File: config.mk
export PLATFORM = sky130hd
export DESIGN_NAME = ps2_key_sequencer_flat
export DESIGN_NICKNAME = d
export VERILOG_FILES = /design/src/rtl/ps2_key_sequencer_if.sv /design/src/rtl/ps2_key_sequencer.sv /design/src/flat_wrapper.sv
export SDC_FILE = /design/constraint.sdc
export NUM_CORES = 1
export LEC_CHECK = 0
export CORE_AREA = 2 2 122 89
export DETAILED_ROUTE_END_ITERATION = 8
export DIE_AREA = 0 0 124 91
export GPL_TIMING_DRIVEN = 0
export PLACE_DENSITY_LB_ADDON = 0.05
export SLEW_MARGIN = 25
export SYNTH_ARGS = -nofsm -noshare
export SYNTH_HDL_FRONTEND = slang
export SYNTH_SLANG_ARGS = --single-unit
export TNS_END_PERCENT = 1
File: constraint.sdc
create_clock -name CLOCK_50 -period 3.85 [get_ports CLOCK_50]
set_clock_uncertainty 0.1 [all_clocks]
set_input_delay 0.77 -clock CLOCK_50 [delete_from_list [all_inputs] [get_ports CLOCK_50]]
set_output_delay 0.77 -clock CLOCK_50 [all_outputs]
set_load 0.02 [all_outputs]
File: src/rtl/ps2_key_sequencer_if.sv
// rtl/ps2_key_sequencer_if.sv - decoded key event handshake between the sequencer and its consumer
`timescale 1ns/1ps
interface ps2_key_sequencer_if;
    logic       key_valid;
    logic       key_ready;
    logic [7:0] key_code;
    logic       key_break;
    logic       key_ext;
    logic [3:0] digit;
    logic       is_digit;

    modport master (
        output key_valid, key_code, key_break, key_ext, digit, is_digit,
        input  key_ready
    );
    modport slave (
        input  key_valid, key_code, key_break, key_ext, digit, is_digit,
        output key_ready
    );
endinterface

File: src/rtl/ps2_key_sequencer.sv
// rtl/ps2_key_sequencer.sv - PS/2 frame receiver, E0/F0 prefix folding and key event FIFO
// Optional keypad digit decode is built when PS2_DIGIT_MAP_EN is defined.
`timescale 1ns/1ps
module ps2_key_sequencer #(
    parameter int FIFO_DEPTH     = 4,
    parameter int TIMEOUT_CYCLES = 50000
) (
    input  logic                   CLOCK_50,
    input  logic                   RESET,
    input  logic                   PS2_CLK,
    input  logic                   PS2_DAT,
    ps2_key_sequencer_if.master    key,
    output logic                   frame_err,
    output logic                   overflow
);
    localparam int AW = $clog2(FIFO_DEPTH);
    localparam int TW = $clog2(TIMEOUT_CYCLES + 1);

    typedef enum logic [1:0] {IDLE, DATA, PARITY, STOP} state_t;

    logic [1:0]    clk_sync_q, dat_sync_q;
    logic          clk_prev_q;
    state_t        state_q, state_d;
    logic [2:0]    bit_cnt_q, bit_cnt_d;
    logic [7:0]    shift_q, shift_d;
    logic          par_q, par_d;
    logic [TW-1:0] to_cnt_q, to_cnt_d;
    logic          ext_q, ext_d, brk_q, brk_d;
    logic          frame_err_q, frame_err_d;
    logic          overflow_q, overflow_d;
    logic [9:0]    mem_q [FIFO_DEPTH];
    logic [9:0]    mem_d [FIFO_DEPTH];
    logic [AW-1:0] wr_ptr_q, wr_ptr_d, rd_ptr_q, rd_ptr_d;
    logic [AW:0]   count_q, count_d;

    logic fall, dat, byte_ok, err, push, pop, push_ok, full, valid;
    logic [9:0] head;

    assign fall  = clk_prev_q & ~clk_sync_q[1];
    assign dat   = dat_sync_q[1];
    assign full  = (count_q == (AW+1)'(FIFO_DEPTH));
    assign valid = (count_q != '0);
    assign pop   = valid & key.key_ready;
    assign head  = mem_q[rd_ptr_q];

    always_comb begin
        state_d   = state_q;
        bit_cnt_d = bit_cnt_q;
        shift_d   = shift_q;
        par_d     = par_q;
        to_cnt_d  = '0;
        byte_ok   = 1'b0;
        err       = 1'b0;
        // Watchdog runs only inside a frame and restarts on every keyboard clock edge
        if (state_q != IDLE && !fall) begin
            if (to_cnt_q == TW'(TIMEOUT_CYCLES - 1)) begin
                err     = 1'b1;
                state_d = IDLE;
            end else begin
                to_cnt_d = to_cnt_q + 1'b1;
            end
        end
        if (fall) begin
            case (state_q)
                IDLE: if (!dat) begin
                    state_d   = DATA;
                    bit_cnt_d = '0;
                end
                DATA: begin
                    shift_d   = {dat, shift_q[7:1]};
                    bit_cnt_d = bit_cnt_q + 1'b1;
                    if (bit_cnt_q == 3'd7) state_d = PARITY;
                end
                PARITY: begin
                    par_d   = dat;
                    state_d = STOP;
                end
                STOP: begin
                    if (dat && (^shift_q ^ par_q)) byte_ok = 1'b1;
                    else                           err     = 1'b1;
                    state_d = IDLE;
                end
                default: state_d = IDLE;
            endcase
        end
    end

    always_comb begin
        ext_d = ext_q;
        brk_d = brk_q;
        push  = 1'b0;
        if (err) begin
            ext_d = 1'b0;
            brk_d = 1'b0;
        end else if (byte_ok) begin
            if (shift_q == 8'hE0)      ext_d = 1'b1;
            else if (shift_q == 8'hF0) brk_d = 1'b1;
            else begin
                push  = 1'b1;
                ext_d = 1'b0;
                brk_d = 1'b0;
            end
        end
        frame_err_d = err;
    end

    always_comb begin
        // A full FIFO still accepts a push when the head leaves in the same cycle
        push_ok    = push & (~full | pop);
        overflow_d = overflow_q | (push & full & ~pop);
        mem_d      = mem_q;
        wr_ptr_d   = wr_ptr_q;
        rd_ptr_d   = rd_ptr_q;
        if (push_ok) begin
            mem_d[wr_ptr_q] = {ext_q, brk_q, shift_q};
            wr_ptr_d        = wr_ptr_q + 1'b1;
        end
        if (pop) rd_ptr_d = rd_ptr_q + 1'b1;
        count_d = count_q + (AW+1)'(push_ok) - (AW+1)'(pop);
    end

    always_ff @(posedge CLOCK_50) begin
        if (RESET) begin
            clk_sync_q  <= 2'b11;
            dat_sync_q  <= 2'b11;
            clk_prev_q  <= 1'b1;
            state_q     <= IDLE;
            bit_cnt_q   <= '0;
            shift_q     <= '0;
            par_q       <= 1'b0;
            to_cnt_q    <= '0;
            ext_q       <= 1'b0;
            brk_q       <= 1'b0;
            frame_err_q <= 1'b0;
            overflow_q  <= 1'b0;
            for (int i = 0; i < FIFO_DEPTH; i++) mem_q[i] <= '0;
            wr_ptr_q    <= '0;
            rd_ptr_q    <= '0;
            count_q     <= '0;
        end else begin
            clk_sync_q  <= {clk_sync_q[0], PS2_CLK};
            dat_sync_q  <= {dat_sync_q[0], PS2_DAT};
            clk_prev_q  <= clk_sync_q[1];
            state_q     <= state_d;
            bit_cnt_q   <= bit_cnt_d;
            shift_q     <= shift_d;
            par_q       <= par_d;
            to_cnt_q    <= to_cnt_d;
            ext_q       <= ext_d;
            brk_q       <= brk_d;
            frame_err_q <= frame_err_d;
            overflow_q  <= overflow_d;
            mem_q       <= mem_d;
            wr_ptr_q    <= wr_ptr_d;
            rd_ptr_q    <= rd_ptr_d;
            count_q     <= count_d;
        end
    end

    assign frame_err     = frame_err_q;
    assign overflow      = overflow_q;
    assign key.key_valid = valid;
    assign key.key_code  = valid ? head[7:0] : 8'h00;
    assign key.key_break = valid & head[8];
    assign key.key_ext   = valid & head[9];

`ifdef PS2_DIGIT_MAP_EN
    always_comb begin
        key.digit    = 4'd0;
        key.is_digit = 1'b0;
        if (valid && !head[9]) begin
            key.is_digit = 1'b1;
            case (head[7:0])
                8'h70:   key.digit = 4'd0;
                8'h69:   key.digit = 4'd1;
                8'h72:   key.digit = 4'd2;
                8'h7A:   key.digit = 4'd3;
                8'h6B:   key.digit = 4'd4;
                8'h73:   key.digit = 4'd5;
                8'h74:   key.digit = 4'd6;
                8'h6C:   key.digit = 4'd7;
                8'h75:   key.digit = 4'd8;
                8'h7D:   key.digit = 4'd9;
                default: key.is_digit = 1'b0;
            endcase
        end
    end
`else
    assign key.digit    = 4'd0;
    assign key.is_digit = 1'b0;
`endif
endmodule

File: src/flat_wrapper.sv
// flat-port wrapper written by rule: the top's interface ports become plain ports
module ps2_key_sequencer_flat 
#(
    parameter int FIFO_DEPTH     = 4,
    parameter int TIMEOUT_CYCLES = 50000
)
  (CLOCK_50, RESET, PS2_CLK, PS2_DAT, frame_err, overflow, key_key_valid, key_key_code, key_key_break, key_key_ext, key_digit, key_is_digit, key_key_ready);
  ps2_key_sequencer_if key_i ();
  input  logic CLOCK_50;
  input  logic RESET;
  input  logic PS2_CLK;
  input  logic PS2_DAT;
  output logic frame_err;
  output logic overflow;
  output wire logic [$bits(key_i.key_valid)-1:0] key_key_valid;
  output wire logic [$bits(key_i.key_code)-1:0] key_key_code;
  output wire logic [$bits(key_i.key_break)-1:0] key_key_break;
  output wire logic [$bits(key_i.key_ext)-1:0] key_key_ext;
  output wire logic [$bits(key_i.digit)-1:0] key_digit;
  output wire logic [$bits(key_i.is_digit)-1:0] key_is_digit;
  input wire logic [$bits(key_i.key_ready)-1:0] key_key_ready;
  assign key_key_valid = key_i.key_valid;
  assign key_key_code = key_i.key_code;
  assign key_key_break = key_i.key_break;
  assign key_key_ext = key_i.key_ext;
  assign key_digit = key_i.digit;
  assign key_is_digit = key_i.is_digit;
  assign key_i.key_ready = key_key_ready;
  ps2_key_sequencer #(.FIFO_DEPTH(FIFO_DEPTH), .TIMEOUT_CYCLES(TIMEOUT_CYCLES)) u_core (.CLOCK_50(CLOCK_50), .RESET(RESET), .PS2_CLK(PS2_CLK), .PS2_DAT(PS2_DAT), .key(key_i), .frame_err(frame_err), .overflow(overflow));
endmodule
### After elaboration in Yosys (flattened, before gate mapping)

Index checks and enable logic that the tools add are counted.

* reductions and logical operators: 16
* multiplexer cells: 30
* add/subtract/negate cells: 6
* magnitude comparators: 3
* $mul: 0
* divide/modulo/power cells: 0
* shifts and indexed selects: 0
* equal/unequal tests: 10
* bitwise logic cells: 17

Operators with widths (count)
* 40-bit bitwise mux: 1
* 10-bit 2-to-1 mux: 3
* 10-bit binary-select mux with 2-bit select: 1
* 10-bit demux with 2-bit select: 1
* 16-bit by 1-bit adder with 16-bit output, second input constant: 1
* 16-bit equality test, second input constant: 1
* 8-bit equality test, second input constant: 2
* 1-bit 2-to-1 mux: 15
* 2-bit 2-to-1 mux: 5
* 8-bit 2-to-1 mux: 1
* 2-bit case mux with 4 select lines: 1
* 2-bit AND reduction: 4
* 8-bit parity: 1
* 1-bit bitwise AND: 7
* 3-bit equality test, second input constant: 2
* 3-bit >= comparator, second input constant: 2
* 2-bit NOT with 3-bit output: 2
* 3-bit case mux with 2 select lines: 1
* 1-bit NOT: 5
* 2-bit by 1-bit adder with 2-bit output, second input constant: 2
* 2-bit equality test, second input constant: 2
* 2-bit nonzero test: 2
* 3-bit by 1-bit adder with 3-bit output: 1
* 3-bit by 1-bit adder with 3-bit output, second input constant: 1
* 15 further kinds: 18

* RAM bits: 0
* bits in read-only memories: 0
* bits in registers: 86
* bits in latches: 0
* memories kept: 0

### Logic depth before layout (Yosys ltp)

* depth in word-level cells: 12
* mapped depth: 12

### Least setup slack after synthesis

OpenSTA, ideal clock, no wires.

* path kind: reg-to-reg
* from: register u_core.shift_q[2]
* to: register u_core.count_q[2]
* arrival: 2502 ps
* cell stages (with the launch flop): 13
* period minus slack after synthesis: 2729 ps
* path buffers: 0
* required time: 3622 ps
* path slack: 1121 ps
* path through: dfxtp_1 -> inv_1 -> ha_1 -> xnor3_2 -> xnor2_4 -> nand3_1 -> inv_1 -> ha_1 -> inv_1 -> fa_1 -> xor2_1 -> xnor2_1 -> nor2_1

* longest elaborated chain between the ends: 11
* elaborated cells on any way between the ends: 18
* those cells by class: 2 x add/sub; 2 x eq/ne; 10 x mux; 2 x bitwise; 2 x reduce/logical

Ends and longest elaborated chain
* from (decl): RTL line ps2_key_sequencer.sv:25 `logic [7:0] shift_q, shift_d;`
* from (signal assigned): RTL line ps2_key_sequencer.sv:146 `shift_q <= shift_d;`
* 8-bit parity: RTL line ps2_key_sequencer.sv:79 `if (dat && (^shift_q ^ par_q)) byte_ok = 1'b1;`
* 1-bit bitwise XOR: RTL line ps2_key_sequencer.sv:79
* 1-bit logical AND: RTL line ps2_key_sequencer.sv:79
* 1-bit 2-to-1 mux: RTL line ps2_key_sequencer.sv:79
* 1-bit 2-to-1 mux: RTL line ps2_key_sequencer.sv:64 `case (state_q)`
* 1-bit 2-to-1 mux: RTL line ps2_key_sequencer.sv:63 `if (fall) begin`
* 1-bit 2-to-1 mux: RTL line ps2_key_sequencer.sv:95 `end else if (byte_ok) begin`
* 1-bit 2-to-1 mux (*): RTL line ps2_key_sequencer.sv:92 `if (err) begin`
* 1-bit bitwise AND (*): RTL line ps2_key_sequencer.sv:109 `push_ok = push & (~full | pop);`
* net u_core.push_ok: RTL line ps2_key_sequencer.sv:36 `logic fall, dat, byte_ok, err, push, pop, push_ok, full, valid;`
* 3-bit by 1-bit adder with 3-bit output (*): RTL line ps2_key_sequencer.sv:119 `count_d = count_q + (AW+1)'(push_ok) - (AW+1)'(pop);`
* 3-bit by 1-bit subtractor with 3-bit output (*): RTL line ps2_key_sequencer.sv:119
* to (signal assigned): RTL line ps2_key_sequencer.sv:156 `count_q <= count_d;`
* to (decl): RTL line ps2_key_sequencer.sv:34 `logic [AW:0] count_q, count_d;`

The timed path passes the listed nets; every way through them passes the cells marked *.
A chain may end at the register's enable or synchronous reset.

### Worst setup path after layout

* from: register u_core.rd_ptr_q[0]
* to: output key_key_code[4]

* longest elaborated chain between the ends: 5

Ends and longest elaborated chain
* from (decl): RTL line ps2_key_sequencer.sv:33 `logic [AW-1:0] wr_ptr_q, wr_ptr_d, rd_ptr_q, rd_ptr_d;`
* from (signal assigned): RTL line ps2_key_sequencer.sv:155 `rd_ptr_q <= rd_ptr_d;`
* 2-bit NOT with 3-bit output (implied by the code): RTL line ps2_key_sequencer.sv:44 `assign head = mem_q[rd_ptr_q];`
* 10-bit binary-select mux with 2-bit select: RTL line ps2_key_sequencer.sv:44
* 10-bit 2-to-1 mux (implied by the code) (2 in series): RTL line ps2_key_sequencer.sv:44
* 8-bit 2-to-1 mux: RTL line ps2_key_sequencer.sv:163 `assign key.key_code = valid ? head[7:0] : 8'h00;`
* to (decl): RTL line flat_wrapper.sv:16 `output wire logic [$bits(key_i.key_code)-1:0] key_key_code;`

No other way between the ends. The select of a mux whose other input is x is not followed.

==> metrics.txt <==
# TYPE chip_impl_metric gauge
chip_impl_metric{name="drt.antenna.violating_nets",unit=""} 0
chip_impl_metric{name="depth_of_the_most_critical_reg_to_reg_path",unit=""} 12
chip_impl_metric{name="setup_total_negative_slack",unit="ps"} 0
chip_impl_metric{name="critical_path.max_stage_delay",unit="ps"} 550
chip_impl_metric{name="clkSlewWorstSetupHoldPaths",unit="ps"} 70
chip_impl_metric{name="route.detailed.drc",unit=""} 0
chip_impl_info{name="hold_path_class",value="reg2reg"} 1
chip_impl_metric{name="hold_viol_final",unit=""} 0
chip_impl_metric{name="critPathBufInv",unit=""} 2
chip_impl_metric{name="numClockSinks",unit=""} 86
chip_impl_metric{name="cts-hold-fix-buffers",unit=""} 0
chip_impl_metric{name="dp.cells",unit=""} 557
chip_impl_metric{name="met1Wirelength",unit="um"} 4540
chip_impl_metric{name="timing.hold.worst_path_depth",unit=""} 1
chip_impl_info{name="run_status",value="finished clean"} 1
chip_impl_info{name="yosys_most_used_dff",value="dfxtp_1"} 1
chip_impl_metric{name="grt_util_all_layers",unit="%"} 15.8
chip_impl_metric{name="vias",unit=""} 2721
chip_impl_metric{name="drtPass1Iterations",unit=""} 4
chip_impl_metric{name="full_die_area",unit="um^2"} 11300
chip_impl_metric{name="post_drt_wl_per_cell",unit="um"} 14.4
chip_impl_metric{name="htree_num_levels",unit=""} 3
chip_impl_metric{name="postSynthCellCount",unit=""} 405
chip_impl_info{name="startpoint_of_the_tightest_hold_check_path",value="u_core.clk_sync_q[0]$_SDFF_PP1_"} 1
chip_impl_metric{name="cp_num_cells",unit=""} 4
chip_impl_info{name="clock_tree_from_tritoncts",value="yes"} 1
chip_impl_metric{name="pwr-share-comb",unit="%"} 13.8
chip_impl_metric{name="post-route-min-period",unit="ps"} 3240
chip_impl_metric{name="arrival",unit="ps"} 2370
chip_impl_metric{name="average_cell_area_after_synthesis",unit="um^2"} 9.72
chip_impl_info{name="ctsRootBufferMaster",value="clkbuf_16"} 1
chip_impl_metric{name="diodes",unit=""} 0
chip_impl_info{name="grt_setup_unrepaired",value="false"} 1
chip_impl_metric{name="seq_area_frac_synth",unit="%"} 43.7
chip_impl_metric{name="netlist-cell-type-count",unit=""} 41
chip_impl_metric{name="critical_path.max_fanout",unit=""} 10
chip_impl_metric{name="crit_required",unit="ps"} 2980
chip_impl_metric{name="floorplan.io_pins",unit=""} 23
chip_impl_metric{name="core.rowCount",unit=""} 31
chip_impl_metric{name="initial_core_util",unit="%"} 39.0
chip_impl_metric{name="area_growth_syn_to_layout",unit="%"} 16.2
chip_impl_metric{name="switching_pwr",unit="mW"} 0.559
chip_impl_metric{name="clock_network_fraction_of_design_power",unit="%"} 41.6
chip_impl_metric{name="post_drt_via_cell_ratio",unit=""} 4.75
chip_impl_info{name="regToRegStartpoint",value="u_core.shift_q[2]$_SDFFE_PP0P_"} 1
chip_impl_metric{name="die_y",unit="um"} 91
chip_impl_metric{name="max-vdd-ir-drop",unit="mV"} 0.414
chip_impl_metric{name="placeableCoreArea",unit="um^2"} 10100
chip_impl_metric{name="final_cell_count_no_fill",unit=""} 573
chip_impl_metric{name="setup-violations-final",unit=""} 0
chip_impl_metric{name="synth-async-reset-ratio",unit="%"} 0
chip_impl_info{name="startpoint",value="u_core.rd_ptr_q[0]$_SDFFE_PP0P_"} 1
chip_impl_metric{name="synth-warning-count",unit=""} 0
chip_impl_metric{name="routabilityCongestion",unit=""} 0.757
chip_impl_metric{name="hpwl",unit="um"} 5590
chip_impl_metric{name="fin_nets",unit=""} 456
chip_impl_info{name="kind_of_end_point_of_the_critical_path",value="output port"} 1
chip_impl_metric{name="worst-slew-pin-transition",unit="ps"} 713
chip_impl_metric{name="met2WireLength",unit="um"} 3310
chip_impl_metric{name="power_per_cell_area",unit="nW/um^2"} 460
chip_impl_metric{name="slew_violations",unit=""} 0
chip_impl_info{name="crit_slowest_cell",value="mux4_2"} 1
chip_impl_metric{name="grt_start_max_net_pins",unit=""} 16
chip_impl_metric{name="power.sequential.fraction",unit="%"} 44.6
chip_impl_metric{name="postSynthRegisterBits",unit=""} 86
chip_impl_metric{name="timing.max_cap.violations",unit=""} 0
chip_impl_info{name="crit_chain",value="buf_2 -> mux4_2 -> and2_1 -> clkdlybuf4s50_1"} 1
chip_impl_metric{name="max-clock-path-buffers",unit=""} 2
chip_impl_metric{name="synth_edf_count",unit=""} 0
chip_impl_metric{name="timing.fmax",unit="MHz"} 309
chip_impl_metric{name="post-route-period-util",unit="%"} 84.1
chip_impl_metric{name="power.internal",unit="mW"} 1.54
chip_impl_metric{name="finalWirelength",unit="um"} 8270
chip_impl_metric{name="numPortBuffers",unit=""} 16
chip_impl_metric{name="die_width",unit="um"} 124
chip_impl_metric{name="grt-ovfl-total",unit=""} 0
chip_impl_metric{name="slew-limit-headroom",unit="%"} 52.5
chip_impl_metric{name="power.share.switching",unit="%"} 26.6
chip_impl_metric{name="syn-cell-area",unit="um^2"} 3940
chip_impl_metric{name="cts_made_buffers",unit=""} 9
chip_impl_info{name="criticalPathCategory",value="reg2out"} 1
chip_impl_info{name="cp_top_family",value="buffers and inverters"} 1
chip_impl_metric{name="wire_length_of_the_first_global_routing_pass",unit="um"} 13500
chip_impl_info{name="top_signal_layer_used",value="met4"} 1
chip_impl_info{name="timing.critical_path.from_type",value="flop"} 1
chip_impl_metric{name="first_global_vias",unit=""} 2501
chip_impl_metric{name="postCtsResizedCells",unit=""} 0
chip_impl_metric{name="final_layout_size_suffix_gt1_share",unit="%"} 11.8
chip_impl_metric{name="power.leakage",unit="nW"} 1.95
chip_impl_metric{name="post-cts-setup-buffer-count",unit=""} 0
chip_impl_metric{name="iter_0_drt_violations",unit=""} 161
chip_impl_metric{name="antenna_found_initial",unit=""} 0
chip_impl_metric{name="worst_skew_pair.late_latency",unit="ps"} 340
chip_impl_metric{name="routed-wl-met3",unit="um"} 318
## final timing paths
check                           slack (ps)                              end
worst max register to register         830     u_core.count_q[2]$_SDFF_PP0_
worst max-delay path                   610                  key_key_code[4]
worst min-delay path                   310  u_core.clk_sync_q[1]$_SDFF_PP1_
worst min register to register         310  u_core.clk_sync_q[1]$_SDFF_PP1_
## cells in the mapped netlist (all sizes together), types with 5 or more instances
master / number / area (um^2)
a21oi: 15 / 75.1
and2: 13 / 83.8
buf: 13 / 109
clkbuf: 13 / 50.0
dfxtp: 86 / 1720
ha: 14 / 175
inv: 15 / 56.3
mux2i: 42 / 420
mux4: 10 / 225
nand2: 30 / 113
nand3: 8 / 40.0
nand4: 8 / 50.1
nor2: 77 / 289
or2: 5 / 31.3
or3: 5 / 31.3
xnor2: 11 / 115
xor2: 9 / 78.8
## layout by cell type, fill, tap and decap left out, drive strengths merged, types with 4 or more instances in the layout
master         netlist  final
dfxtp               86     86
nor2                77     77
mux2i               42     42
nand2               30     30
clkbuf              13     22
clkdlybuf4s50        0     16
inv                 15     16
a21oi               15     15
ha                  14     14
and2                13     13
buf                 13     13
xnor2               11     11
mux4                10     10
xor2                 9      9
nand3                8      8
nand4                8      8
or3                  5      5
or2                  5      5
conb                 1      5
and4                 4      4
nor3                 4      4
clkinv               0      4
## area by class of cell
cell class              instances  area, um^2
clock inverters                 7        73.8
plain buffers                  26         159
clock buffers                   9         225
multi-input cells             282        2020
flip-flops and latches         86        1720
inverters                      15        56.3
repair buffers                 16         160
well taps                     132         165
fillers                       975        5510
## layer usage
metal / global-route usage, % / vias to the layer above
li1: - / 1415
met1: 24.1 / 1257
met2: 21.6 / 41
met3: 4.15 / 8
met4: 4.78 / 0
met5: 0 / -
## power groups by stage
stage	Clock [mW]	Combinational (mW)	Sequential (mW)
2_1_floorplan	0	0.212	0.953
3_3_place_gp	0	0.292	0.958
3_5_place_dp	0	0.297	0.958
4_1_cts	0.902	0.296	0.938
5_1_grt	0.941	0.329	0.942
6_report	0.876	0.290	0.938
## worst reg2reg max path, cell delays in order, from the launching register on
cell and delay, ps:
dfxtp_1 460, inv_1 70, ha_1 300, xnor3_2 470, xnor2_4 270, nand3_1 200
inv_1 100, ha_1 150, inv_1 50, fa_1 370, xor2_1 170, xnor2_1 130
nor2_1 50
## sequential cells by signal, indices dropped and copies added (netlist names), 2 cells and up
| name | flops |
|---|---|
| u_core.rd_ptr_q | 2 |
| u_core.dat_sync_q | 2 |
| u_core.shift_q | 8 |
| u_core.state_q | 2 |
| u_core.mem_q | 40 |
| u_core.clk_sync_q | 2 |
| u_core.wr_ptr_q | 2 |
| u_core.to_cnt_q | 16 |
| u_core.count_q | 3 |
| u_core.bit_cnt_q | 3 |
## cell families (layout without fill, tap and decap cells)
family,count (synthesis),in the layout,share of synthesized area (%)
multiplexers,52,52,16.4
AO/OA/AOI/OAI,22,22,3.18
other,1,5,0.0952
AND/OR/NAND/NOR,167,167,20.7
buffers and inverters,41,73,5.47
adder cells (fa/ha/maj),15,15,4.96
flip-flops,86,86,43.7
XOR/XNOR,21,21,5.53
## stage by stage
step	area [um^2]	power (mW)	worst slack, ps	hold WS (ps)	utilization, %
finish	4580	2.10	611	308	45.4
global route	4580	2.21	487	321	45.4
CTS	4580	2.14	568	310	45.4
detailed placement	4280	1.25	676	296	42.4
global placement	4280	1.25	689	291	42.4
floorplan	3950	1.17	1120	289	-
No activity file was read; power rests on OpenSTA's default activity.
==> patch: new RTL, same settings <==
The 4 states of `state_t` get a one-hot encoding in 4 bits.
--- a/src/rtl/ps2_key_sequencer.sv
+++ b/src/rtl/ps2_key_sequencer.sv
@@ -17,5 +17,5 @@
     localparam int TW = $clog2(TIMEOUT_CYCLES + 1);
 
-    typedef enum logic [1:0] {IDLE, DATA, PARITY, STOP} state_t;
+    typedef enum logic [3:0] {IDLE = 4'b0001, DATA = 4'b0010, PARITY = 4'b0100, STOP = 4'b1000} state_t;
 
     logic [1:0]    clk_sync_q, dat_sync_q;
Formal check against the unedited RTL: same outputs for any inputs over 10 cycles, from zero or initial values and one cycle with RESET high; not proved beyond that.
==> patch against the unedited design <==
- register-to-register slack better by 0.15 ns
- critical path depth unchanged
- first-iteration DRC count rose by 30%
- global-route usage grew 2.4 points
- synthesized area increased by 9.5%
- via count increased by 14%
- worst setup slack lost 0.018 ns
- sequential cell count rose by 2
- wire length rose by 11%
- cell area up 7.8%
- count of clock-buffer cells in the layout rose by 5
- total power shrank 1.2%
- critical endpoint is now key_key_break
- largest cell class unchanged
==> patch: results (changes against the unedited design) <==
stage,metric,value,unit,change
timing,relSlewSlack,49.5,%,was 52.5%
synth,synth_common_cells,"dfxtp_1, nand2b_1, mux2i_1, nand2_1, clkbuf_1",,"was dfxtp_1, nor2_1, mux2i_1, nand2_1"
setup_path,slowest_stage,clkbuf_1,,was mux4_2
routing,vias,3104,,was 2721
layout,layout.area.seq,1760,sq um,was 1720 sq um
routing,routed_wirelength,9.20,mm,was 8.27 mm
place,dp_hpwl,6.53,mm,was 5.59 mm
global_routing,grt_pass1_wl,15.6,mm,was 13.5 mm
place,dpl-instance-area,4660,sq um,was 4280 sq um
global_routing,grt_max_degree,13,,was 16
layout,fill_cells,959,,was 975
synth,yosysSeqAreaShare,40.9,%,was 43.7%
power_and_ir_drop,ir_drop,0.234,mV,was 0.414 mV
synth,synth_cell_types,55,,was 41
global_routing,grt_use_total,18.3,%,was 15.8%
routing,drtIter0Drc,210,,was 161
place,port_buffers,17,,was 16
synth,synth-seq-cells,88,,was 86
layout,drive_gt1_share,11.4,%,was 11.8%
power_and_ir_drop,p_leak,1.92,nW,was 1.95 nW
layout,nets,489,,was 456
place,gp_congestion,0.766,,was 0.757
synth,avgSynthCellArea,9.87,sq um,was 9.72 sq um
global_routing,grt_pass1_vias,2995,,was 2501
status,status,finished clean,,unchanged
setup_path,crit_path_max_incr_delay,0.59,ns,was 0.55 ns
place,dpl.cell_count,590,,was 557
synth,yosys-top-cells-area,"dfxtp_1, mux2i_1, nand2b_1",,"was dfxtp_1, mux2i_1, nor2_1"
patch: power by group:
| part | leakage [nW] | switching, W | internal [W] | total (W) |
|---|---|---|---|---|
| Sequential | 0.710 | 0.0000238 | 0.000936 | 0.000960 |
| Combinational | 1.07 | 0.000170 | 0.000133 | 0.000303 |
| Clock | 0.135 | 0.000333 | 0.000484 | 0.000817 |
| Total | 1.92 | 0.000526 | 0.00155 | 0.00208 |
patch: per-layer routing:
metal	vias to the layer above	track usage (%)	wire length [um]
li1	1564	-	-
met1	1495	26.9	4970
met2	41	25.8	3870
met3	4	4.84	271
met4	0	5.99	85
met5	-	0	0
patch: worst max-delay path: cells and delay by family, from the launching register on:
kind / cells / cell delay [ns]
buffers and inverters: 2 / 1.12
AND/OR/NAND/NOR: 1 / 0.17
flip-flops: 1 / 0.34
multiplexers: 1 / 0.42
patch: per-stage QoR:
step                setup slack (ns)  power [W]
finish                         0.593    0.00208
global route                   0.475    0.00218
floorplan                       1.28    0.00120
global placement               0.729    0.00128
detailed placement             0.705    0.00129
CTS                            0.556    0.00212
patch: cell families after synthesis:
kind of cell / share of synthesized area [%]
AOI/OAI and AO/OA: 5.83
xor gates and xnor gates: 4.18
adders and majority gates: 4.53
buffers and inverters: 5.02
DFF: 40.9
muxes: 15.0
other: 0.0870
and+or+nand+nor: 24.5
patch: cell type report:
type                    count  area share (%)
flip-flops and latches     88            35.7
plain buffers              34            3.55
repair buffers             17            3.45
clock buffers              14            5.55
well taps                 132            3.35
multi-input cells         308            47.6
inverters                  11           0.837
patch: worst paths after layout:
path	from	endpoint	slack [ns]	cells after the start
worst min register to register	u_core.clk_sync_q[0]	u_core.clk_sync_q[1]	0.31	1
worst max register to register	u_core.shift_q[4]	u_core.count_q[2]	0.98	11
worst max-delay path	u_core.rd_ptr_q[1]	key_key_break	0.59	4
worst min-delay path	u_core.clk_sync_q[0]	u_core.clk_sync_q[1]	0.31	1
